### config.mk
export PLATFORM = sky130hd
export DESIGN_NAME = video_timing_gen
export DESIGN_NICKNAME = d
export VERILOG_FILES = /design/src/rtl/video_timing_pkg.sv /design/src/rtl/vt_delay_pipe.sv /design/src/rtl/video_timing_gen.sv
export SDC_FILE = /design/constraint.sdc
export NUM_CORES = 1
export LEC_CHECK = 0
export ABC_AREA = 1
export CORE_MARGIN = 2
export CORE_UTILIZATION = 53
export CTS_CLUSTER_SIZE = 10
export DETAILED_ROUTE_END_ITERATION = 10
export HOLD_SLACK_MARGIN = 0.06
export PLACE_DENSITY = 0.9
export RECOVER_POWER = 50
export SYNTH_ARGS = -nofsm -noshare
export SYNTH_HDL_FRONTEND = slang
export SYNTH_SLANG_ARGS = --single-unit
### constraint.sdc
create_clock -name pixclk -period 1.6 [get_ports pixclk]
set_input_delay 0.16 -clock pixclk [delete_from_list [all_inputs] [get_ports pixclk]]
set_output_delay 0.16 -clock pixclk [all_outputs]
set_load 0.1 [all_outputs]
### src/rtl/video_timing_pkg.sv
// Shared constants for the raster timing generator: standard mode timings
// and the bit positions of hsync/vsync inside the TMDS control-data pair.
package video_timing_pkg;

  typedef struct packed {
    int unsigned active;
    int unsigned fp;
    int unsigned sync;
    int unsigned bp;
    bit          pol;
  } axis_timing_t;

  localparam axis_timing_t MODE_640X480_H  = '{active: 640,  fp: 16,  sync: 96,  bp: 48,  pol: 1'b0};
  localparam axis_timing_t MODE_640X480_V  = '{active: 480,  fp: 10,  sync: 2,   bp: 33,  pol: 1'b0};
  localparam axis_timing_t MODE_800X600_H  = '{active: 800,  fp: 40,  sync: 128, bp: 88,  pol: 1'b1};
  localparam axis_timing_t MODE_800X600_V  = '{active: 600,  fp: 1,   sync: 4,   bp: 23,  pol: 1'b1};
  localparam axis_timing_t MODE_1280X720_H = '{active: 1280, fp: 110, sync: 40,  bp: 220, pol: 1'b1};
  localparam axis_timing_t MODE_1280X720_V = '{active: 720,  fp: 5,   sync: 5,   bp: 20,  pol: 1'b1};

  localparam int CD_HSYNC = 0;
  localparam int CD_VSYNC = 1;

endpackage

### src/rtl/vt_delay_pipe.sv
// Width x depth register chain with a per-bit reset value; depth 0 is a
// plain wire so callers need not special-case zero extra latency.
module vt_delay_pipe #(
  parameter int             W       = 1,
  parameter int             DEPTH   = 0,
  parameter logic [W-1:0]   RST_VAL = '0
) (
  input  logic         clk,
  input  logic         rst_n,
  input  logic [W-1:0] d,
  output logic [W-1:0] q
);

  if (DEPTH == 0) begin : g_pass
    logic unused;
    assign unused = &{1'b0, clk, rst_n};
    assign q      = d;
  end else begin : g_chain
    logic [W-1:0] stage [DEPTH];

    // NOTE: this array is a register chain, not a RAM, so every element is
    // reset; an asynchronous reset must empty the whole pipeline at once.
    always_ff @(posedge clk or negedge rst_n) begin
      if (!rst_n) begin
        for (int i = 0; i < DEPTH; i++) stage[i] <= RST_VAL;
      end else begin
        stage[0] <= d;
        for (int i = 1; i < DEPTH; i++) stage[i] <= stage[i-1];
      end
    end

    assign q = stage[DEPTH-1];
  end

endmodule

### src/rtl/video_timing_gen.sv
// Parametrised raster timing generator: h/v counters, one registered decode
// stage, then OUT_DELAY aligned delay stages feeding the TMDS path.
module video_timing_gen
  import video_timing_pkg::*;
#(
  parameter int H_ACTIVE  = 640,
  parameter int H_FP      = 16,
  parameter int H_SYNC    = 96,
  parameter int H_BP      = 48,
  parameter int V_ACTIVE  = 480,
  parameter int V_FP      = 10,
  parameter int V_SYNC    = 2,
  parameter int V_BP      = 33,
  parameter bit HS_POL    = 1'b0,
  parameter bit VS_POL    = 1'b0,
  parameter int OUT_DELAY = 0,
  parameter int XW        = 12,
  parameter int YW        = 11
) (
  input  logic          pixclk,
  input  logic          rst_n,
  input  logic          en,
  output logic          VDE,
  output logic [1:0]    CD,
  output logic [XW-1:0] x,
  output logic [YW-1:0] y,
  output logic          frame_start,
  output logic          line_start
);

  localparam int H_TOTAL = H_ACTIVE + H_FP + H_SYNC + H_BP;
  localparam int V_TOTAL = V_ACTIVE + V_FP + V_SYNC + V_BP;
  localparam int HW      = $clog2(H_TOTAL);
  localparam int VW      = $clog2(V_TOTAL);

  if (OUT_DELAY < 0 || OUT_DELAY > 4 ||
      H_ACTIVE <= 0 || V_ACTIVE <= 0 || H_SYNC <= 0 || V_SYNC <= 0 ||
      64'(H_ACTIVE) > (64'd1 << XW) || 64'(V_ACTIVE) > (64'd1 << YW)) begin : g_bad_params
    $fatal(1, "video_timing_gen: illegal parameter set");
  end

  // One bit wider than the counters so a sync window ending exactly at the
  // total (zero back porch, power-of-two total) still compares correctly.
  localparam logic [HW:0] H_ACT      = (HW+1)'(H_ACTIVE);
  localparam logic [HW:0] H_HS_START = (HW+1)'(H_ACTIVE + H_FP);
  localparam logic [HW:0] H_HS_END   = (HW+1)'(H_ACTIVE + H_FP + H_SYNC);
  localparam logic [VW:0] V_ACT      = (VW+1)'(V_ACTIVE);
  localparam logic [VW:0] V_VS_START = (VW+1)'(V_ACTIVE + V_FP);
  localparam logic [VW:0] V_VS_END   = (VW+1)'(V_ACTIVE + V_FP + V_SYNC);
  localparam logic [HW-1:0] H_LAST   = HW'(H_TOTAL - 1);
  localparam logic [VW-1:0] V_LAST   = VW'(V_TOTAL - 1);

  typedef struct packed {
    logic          vde;
    logic [1:0]    cd;
    logic [XW-1:0] x;
    logic [YW-1:0] y;
    logic          frame_start;
    logic          line_start;
  } out_t;

  localparam out_t RST_OUT = '{
    vde: 1'b0, cd: {~VS_POL, ~HS_POL}, x: '0, y: '0,
    frame_start: 1'b0, line_start: 1'b0
  };

  logic [HW-1:0] h_cnt;
  logic [VW-1:0] v_cnt;
  logic [HW:0]   h_ext;
  logic [VW:0]   v_ext;
  logic          active;
  logic          hs;
  logic          vs;
  out_t          dec;
  out_t          dec_q;
  out_t          out;

  // NOTE: sequential state uses non-blocking assignments so every register
  // samples the pre-edge values regardless of statement order.
  always_ff @(posedge pixclk or negedge rst_n) begin
    if (!rst_n) begin
      h_cnt <= '0;
      v_cnt <= '0;
    end else if (!en) begin
      h_cnt <= '0;
      v_cnt <= '0;
    end else if (h_cnt == H_LAST) begin
      h_cnt <= '0;
      v_cnt <= (v_cnt == V_LAST) ? '0 : v_cnt + 1'b1;
    end else begin
      h_cnt <= h_cnt + 1'b1;
    end
  end

  assign h_ext  = {1'b0, h_cnt};
  assign v_ext  = {1'b0, v_cnt};
  assign active = (h_ext < H_ACT) && (v_ext < V_ACT);
  assign hs     = (h_ext >= H_HS_START) && (h_ext < H_HS_END);
  assign vs     = (v_ext >= V_VS_START) && (v_ext < V_VS_END);

  // NOTE: the idle word is assigned first so no path through this block
  // leaves a field unassigned, which would otherwise infer a latch.
  always_comb begin
    dec = RST_OUT;
    if (en) begin
      dec.vde           = active;
      dec.cd[CD_HSYNC]  = hs ? HS_POL : ~HS_POL;
      dec.cd[CD_VSYNC]  = vs ? VS_POL : ~VS_POL;
      dec.x             = active ? XW'(h_cnt) : '0;
      dec.y             = active ? YW'(v_cnt) : '0;
      dec.frame_start   = (h_cnt == '0) && (v_cnt == '0);
      dec.line_start    = (h_cnt == '0) && (v_ext < V_ACT);
    end
  end

  always_ff @(posedge pixclk or negedge rst_n) begin
    if (!rst_n) dec_q <= RST_OUT;
    else        dec_q <= dec;
  end

  vt_delay_pipe #(
    .W       ($bits(out_t)),
    .DEPTH   (OUT_DELAY),
    .RST_VAL (RST_OUT)
  ) u_delay (
    .clk   (pixclk),
    .rst_n (rst_n),
    .d     (dec_q),
    .q     (out)
  );

  assign VDE         = out.vde;
  assign CD          = out.cd;
  assign x           = out.x;
  assign y           = out.y;
  assign frame_start = out.frame_start;
  assign line_start  = out.line_start;

endmodule

---- Yosys cells after proc, flatten, opt, wreduce, memory -nomap -nowiden ----
Index checks and enable logic that the tools add are counted.
W data, S select, Z words.
storage, ports and cells
  flip-flop bits (word level) ............. 48
  output and inout bits ................... 28
  bits of input ports ..................... 3
operators by class
  add/sub/neg operators ................... 2
  eq/ne operators ......................... 3
  reduce and logical (&&, ||, !) cells .... 7
  magnitude comparators ................... 6
  mux-type cells .......................... 10
operator list
  kind                     number
  $mux W10                 7
  $mux W28                 1
  $add A10 B1 Y10 const B  2
  $eq A10 B10 Y1 const B   2
  $logic_not A10 Y1        2
  $lt A10 B10 Y1 const B   2
  $lt A10 B9 Y1 const B    2
  $ge A10 B10 Y1 const B   1
  $ge A10 B9 Y1 const B    1
  $logic_and A1 B1 Y1      5
  $mux W1                  2
  $ne A2 B1 Y1 const B     1

---- Depth between registers and ports, before layout ----
  depth after elaboration ................. 4
  gate-level depth with buffers ........... 9

---- Modules after synthesis ----
A second synthesis with hierarchy kept.
second synthesis, totals
  cell total of the unflattened synthesis .. 273
  area total of the unflattened synthesis .. 2,301.0 µm²
modules (own cells, without submodules)
  module            area an instance (µm²)  instances  sequential area each (µm²)  cells an instance
  video_timing_gen  2,090.8                 1          1,128.6                     245
  vt_delay_pipe     210.2                   1          0.0                         28

---- Worst setup path before layout ----
No wires, ideal clock.
  path kind ............................... flip-flop to flip-flop
  from .................................... register h_cnt[0]
  to ...................................... register v_cnt[8]
  arrival time ............................ 1.257 ns
  path buffers ............................ 1
  setup time .............................. 0.118 ns
  path slack .............................. 0.225 ns
  cell stages (with the launch flop) ...... 8
  path through ............................ dfrtp_1 -> ha_1 -> nand4_4 -> nor2_4 -> nor2_2 -> buf_6 -> nand2_1 -> o21ai_2
on the way
  cells in the longest elaborated chain, start to end .. 2
ends and longest elaborated chain
  what                    line                    RTL
  start, declared         video_timing_gen.sv:67  logic [HW-1:0] h_cnt;
  start signal, assigned  video_timing_gen.sv:91  h_cnt <= h_cnt + 1'b1;
  $eq A10 B10 Y1          video_timing_gen.sv:87  end else if (h_cnt == H_LAST) begin
  $ne A2 B1 Y1 (no line)  n/a
  end signal, assigned    video_timing_gen.sv:89  v_cnt <= (v_cnt == V_LAST) ? '0 : v_cnt + 1'b1;
  end, declared           video_timing_gen.sv:68  logic [VW-1:0] v_cnt;
No other way between the ends.
A chain may end at the register's enable or synchronous reset.

---- Worst setup path in the final report ----
  from .................................... register h_cnt[6]
  to ...................................... register h_cnt[8]
on the way
  cells in the longest elaborated chain, start to end .. 3
ends and longest elaborated chain
  what                                               line                                            RTL
  $add A10 B1 Y10 or $eq A10 B10 Y1 (tied branches)  video_timing_gen.sv:91, video_timing_gen.sv:87
  $mux W10 *                                         video_timing_gen.sv:87
  $mux W10 *                                         video_timing_gen.sv:84                          end else if (!en) begin
Mark *: on every way between the ends. The rest lies on a longest branch, timed or not.

==> run_results.csv <==
group,metric,value,unit
sta,layout_min_cycle_time,1467,ps
sta,skew,7.471,ps
die,coreArea,3914,sq um
final_layout,diodes,0,
synth,synth.distinct_cells,26,
final_layout,syn_to_final_growth,24.99,%
power,power_frac_comb,11.9,%
critical_path,crit_start,"h_cnt[6]$_DFF_PN0_",
die,die_w,67.30,um
critical_path,cp_max_fo,7,
final_layout,final_util,67.81,%
power,seqPwrFrac,56.3,%
critical_path,crit_end,"h_cnt[8]$_DFF_PN0_",
clock_tree,postCtsSetupBuffers,0,
sta,max_slew.worst_pin.slew,550.2,ps
placement,dp_hpwl,3.761,mm
die,top_level_ports,31,
critical_path,path_buf_inv,0,
drt,drc_errors,0,
clock_tree,clockBufferDepth,2,
die,die_h,67.30,um
power,p_leak,1.335,nW
die,dieArea,4529,sq um
clock_tree,root_buffer,"clkbuf_8",
drt,wl_per_cell,14.89,um
synth,syn_avg_cell_area,8.327,sq um
critical_path,slowest_stage,"dfrtp_1",
critical_path,r2r_cells,4,
sta,setup_viol,0,
power,ir_worst_vdd,0.5489,mV
clock_tree,cts.sinks,45,
drt,drt-pass1-iter-count,4,
sta,setup_tns,0,ps
global_route,grtUsageTotal,25.74,%
die,initial_core_util,54.25,%
critical_path,startpoint_type,"flop",
sta,slew-limit-headroom,63.32,%
clock_tree,cts_tree,"yes",
clock_tree,h-tree-depth,2,
critical_path,rrSetupSlack,130,ps
critical_path,crit_cells,4,
global_route,grt_pass1_wl,8.480,mm
sta,hold_violations,0,
clock_tree,path_clk_slew,80,ps
critical_path,r2r-start,"h_cnt[6]$_DFF_PN0_",
synth,ys_ff_latch,45,
power,powerDensity,784.1,nW/um^2
outcome,outcome,"completed",
power,p_sw_share,27.41,%
clock_tree,cts_made_buffers,5,
critical_path,crit_arrival,1640,ps
global_route,antenna_found_initial,0,
synth,yosys.area.top_type_share,50.68,%
critical_path,cp.required,1770,ps
critical_path,reg2reg_to,"h_cnt[8]$_DFF_PN0_",
global_route,grt_max_degree,46,
drt,totalWireLength,5.079,mm
critical_path,crit_chain,"nor2_1, nand2_2, o21ai_2, nor2_1",
critical_path,cpLargestDelayFamily,"simple AND/OR/NAND/NOR gates",
critical_path,worstSetupPathType,"reg2reg",
power,p_sw,0.5703,mW
sta,drv_slew,0,
job,maxCapViolCount,0,
power,clkPwrFrac,31.9,%
final_layout,layout.nets,298,
sta,fmax,681.8,MHz
die,rows,23,
drt,dr.first_iter.drc_count,225,
drt,postRouteAntennaNets,0,
drt,detail_route.vias_per_cell,5.434,
placement,io_buffers,27,
final_layout,final_layout_size_suffix_gt1_share,18.21,%
synth,synth_cells,255,
clock_tree,insertion_delay,300,ps
critical_path,slowest_delay,440,ps
global_route,grt.overflow.total,0,
hold_path,min_path_type,"in2async",
synth,synthesis.area,2123,sq um
synth,yosys.area.top_type,"dfrtp_1",
global_route,grt_pass1_vias,1787,
synth,ys_seq_area_share,53.15,%
power,internal_power,1.511,mW
sta,min_period_over_period,91.67,%
synth,yosysWarnings,0,
critical_path,cp_common_cell,"nor2_1",
synth,synth.area.top_cells,"dfrtp_1 51%, nand2_1 9.5%, nor2_1 8.8%",
sta,grt_setup_unrepaired,"false",
placement,gp_congestion,0.9578,
critical_path,end_kind,"flop",
drt,vias,1853,
power by group through the flow:
stage / clock, mW / combinational (mW) / sequential (mW)
2_1_floorplan: 0 / 0.0859 / 1.27
3_3_place_gp: 0 / 0.255 / 1.19
3_5_place_dp: 0 / 0.261 / 1.20
4_1_cts: 0.676 / 0.263 / 1.17
5_1_grt: 0.743 / 0.263 / 1.17
6_report: 0.663 / 0.247 / 1.17
logic make-up after synthesis:
group / Yosys count / synth area share (%)
compound gates: 12 / 3.358
flops: 45 / 53.15
other cells: 1 / 0.1766
fa+ha+maj: 5 / 2.946
simple gates: 147 / 30.47
xor+xnor: 3 / 1.238
buf+inv: 42 / 8.662
cell usage after synthesis, drive strengths merged:
cell type,n
a21oi,3
buf,8
clkbuf,1
conb,1
dfrtp,43
dfstp,2
ha,5
inv,33
nand2,57
nand3,19
nand4,10
nor2,53
nor3,7
nor4,1
o2111ai,1
o21ai,8
xnor2,1
xor2,2
cells in the final DEF (no fill, tap or decap), types with 2 or more instances in the layout:
| cell | netlist | final |
|---|---|---|
| conb_1 | 1 | 4 |
| nand4_1 | 9 | 9 |
| ha_1 | 5 | 4 |
| nor3_1 | 7 | 7 |
| buf_4 | 4 | 6 |
| clkbuf_2 | 0 | 10 |
| inv_1 | 33 | 32 |
| nand2_1 | 54 | 54 |
| clkbuf_8 | 0 | 5 |
| nor2_1 | 50 | 50 |
| nand3_1 | 19 | 19 |
| clkinv_2 | 0 | 2 |
| dfstp_2 | 2 | 2 |
| o21ai_0 | 3 | 3 |
| xor2_1 | 2 | 2 |
| o21ai_1 | 3 | 3 |
| dfrtp_1 | 43 | 42 |
| nand2_2 | 3 | 2 |
| buf_12 | 0 | 15 |
| nor2_4 | 1 | 2 |
| o21ai_2 | 2 | 2 |
| a21oi_1 | 3 | 3 |
worst reg2reg max path: stages (launching register included):
cell     delay, ps
dfrtp_1        440
nor2_1         290
nand2_2        140
o21ai_2        350
nor2_1         120
how the worst min path moves through the flow:
stage,from,endpoint,slack (ps),cells after the start
6_report,rst_n,h_cnt[7]$_DFF_PN0_,450,3
5_1_grt,h_cnt[0]$_DFF_PN0_,h_cnt[0]$_DFF_PN0_,530,1
4_1_cts,rst_n,h_cnt[6]$_DFF_PN0_,480,3
3_5_place_dp,rst_n,dec_q[16]$_DFF_PN0_,260,2
3_3_place_gp,rst_n,dec_q[13]$_DFF_PN0_,250,2
2_1_floorplan,rst_n,dec_q[0]$_DFF_PN0_,-140,0
stage by stage:
step                instances  total power [mW]  instance area [sq um]  hold slack, ps  setup WS, ps
global route              341             2.178                   2654           527.9         1.853
global placement          332             1.449                   2698           255.0         103.2
finish                    341             2.081                   2654           450.3         133.3
detailed placement        332             1.457                   2698           262.2         39.93
floorplan                 258             1.359                   2135          -135.6         225.3
CTS                       341             2.112                   2790           477.4         36.97
sequential cells by signal, summed over array words and instances (netlist names):
register  count
h_cnt        10
dec_q        25
v_cnt        10
area by class of cell:
| class | instances | area, sq um |
|---|---|---|
| Clock inverter | 2 | 10.01 |
| Timing Repair Buffer | 34 | 420.4 |
| Multi-Input combinational cell | 171 | 834.6 |
| Clock buffer | 6 | 72.57 |
| Sequential cell | 45 | 1130 |
| Fill cell | 278 | 1260 |
| Tap cell | 50 | 62.56 |
| Inverter | 33 | 123.9 |
metal layers:
layer  part of all wire [%]  global-route usage (%)  up-vias
met5                      0                       0        -
met4                    3.7                   11.99        0
met3                    7.5                   6.000       24
met2                     50                   43.19      101
met1                     39                   31.41      871
li1                       -                       -      857
what timing repair did:
item,in CTS,in global routing
resized for setup,0,5
endpoints found under the hold margin,43,0
hold buffers,1,0
setup endpoints to repair,0,12
Note: power is estimated with default switching activity, not from simulation.
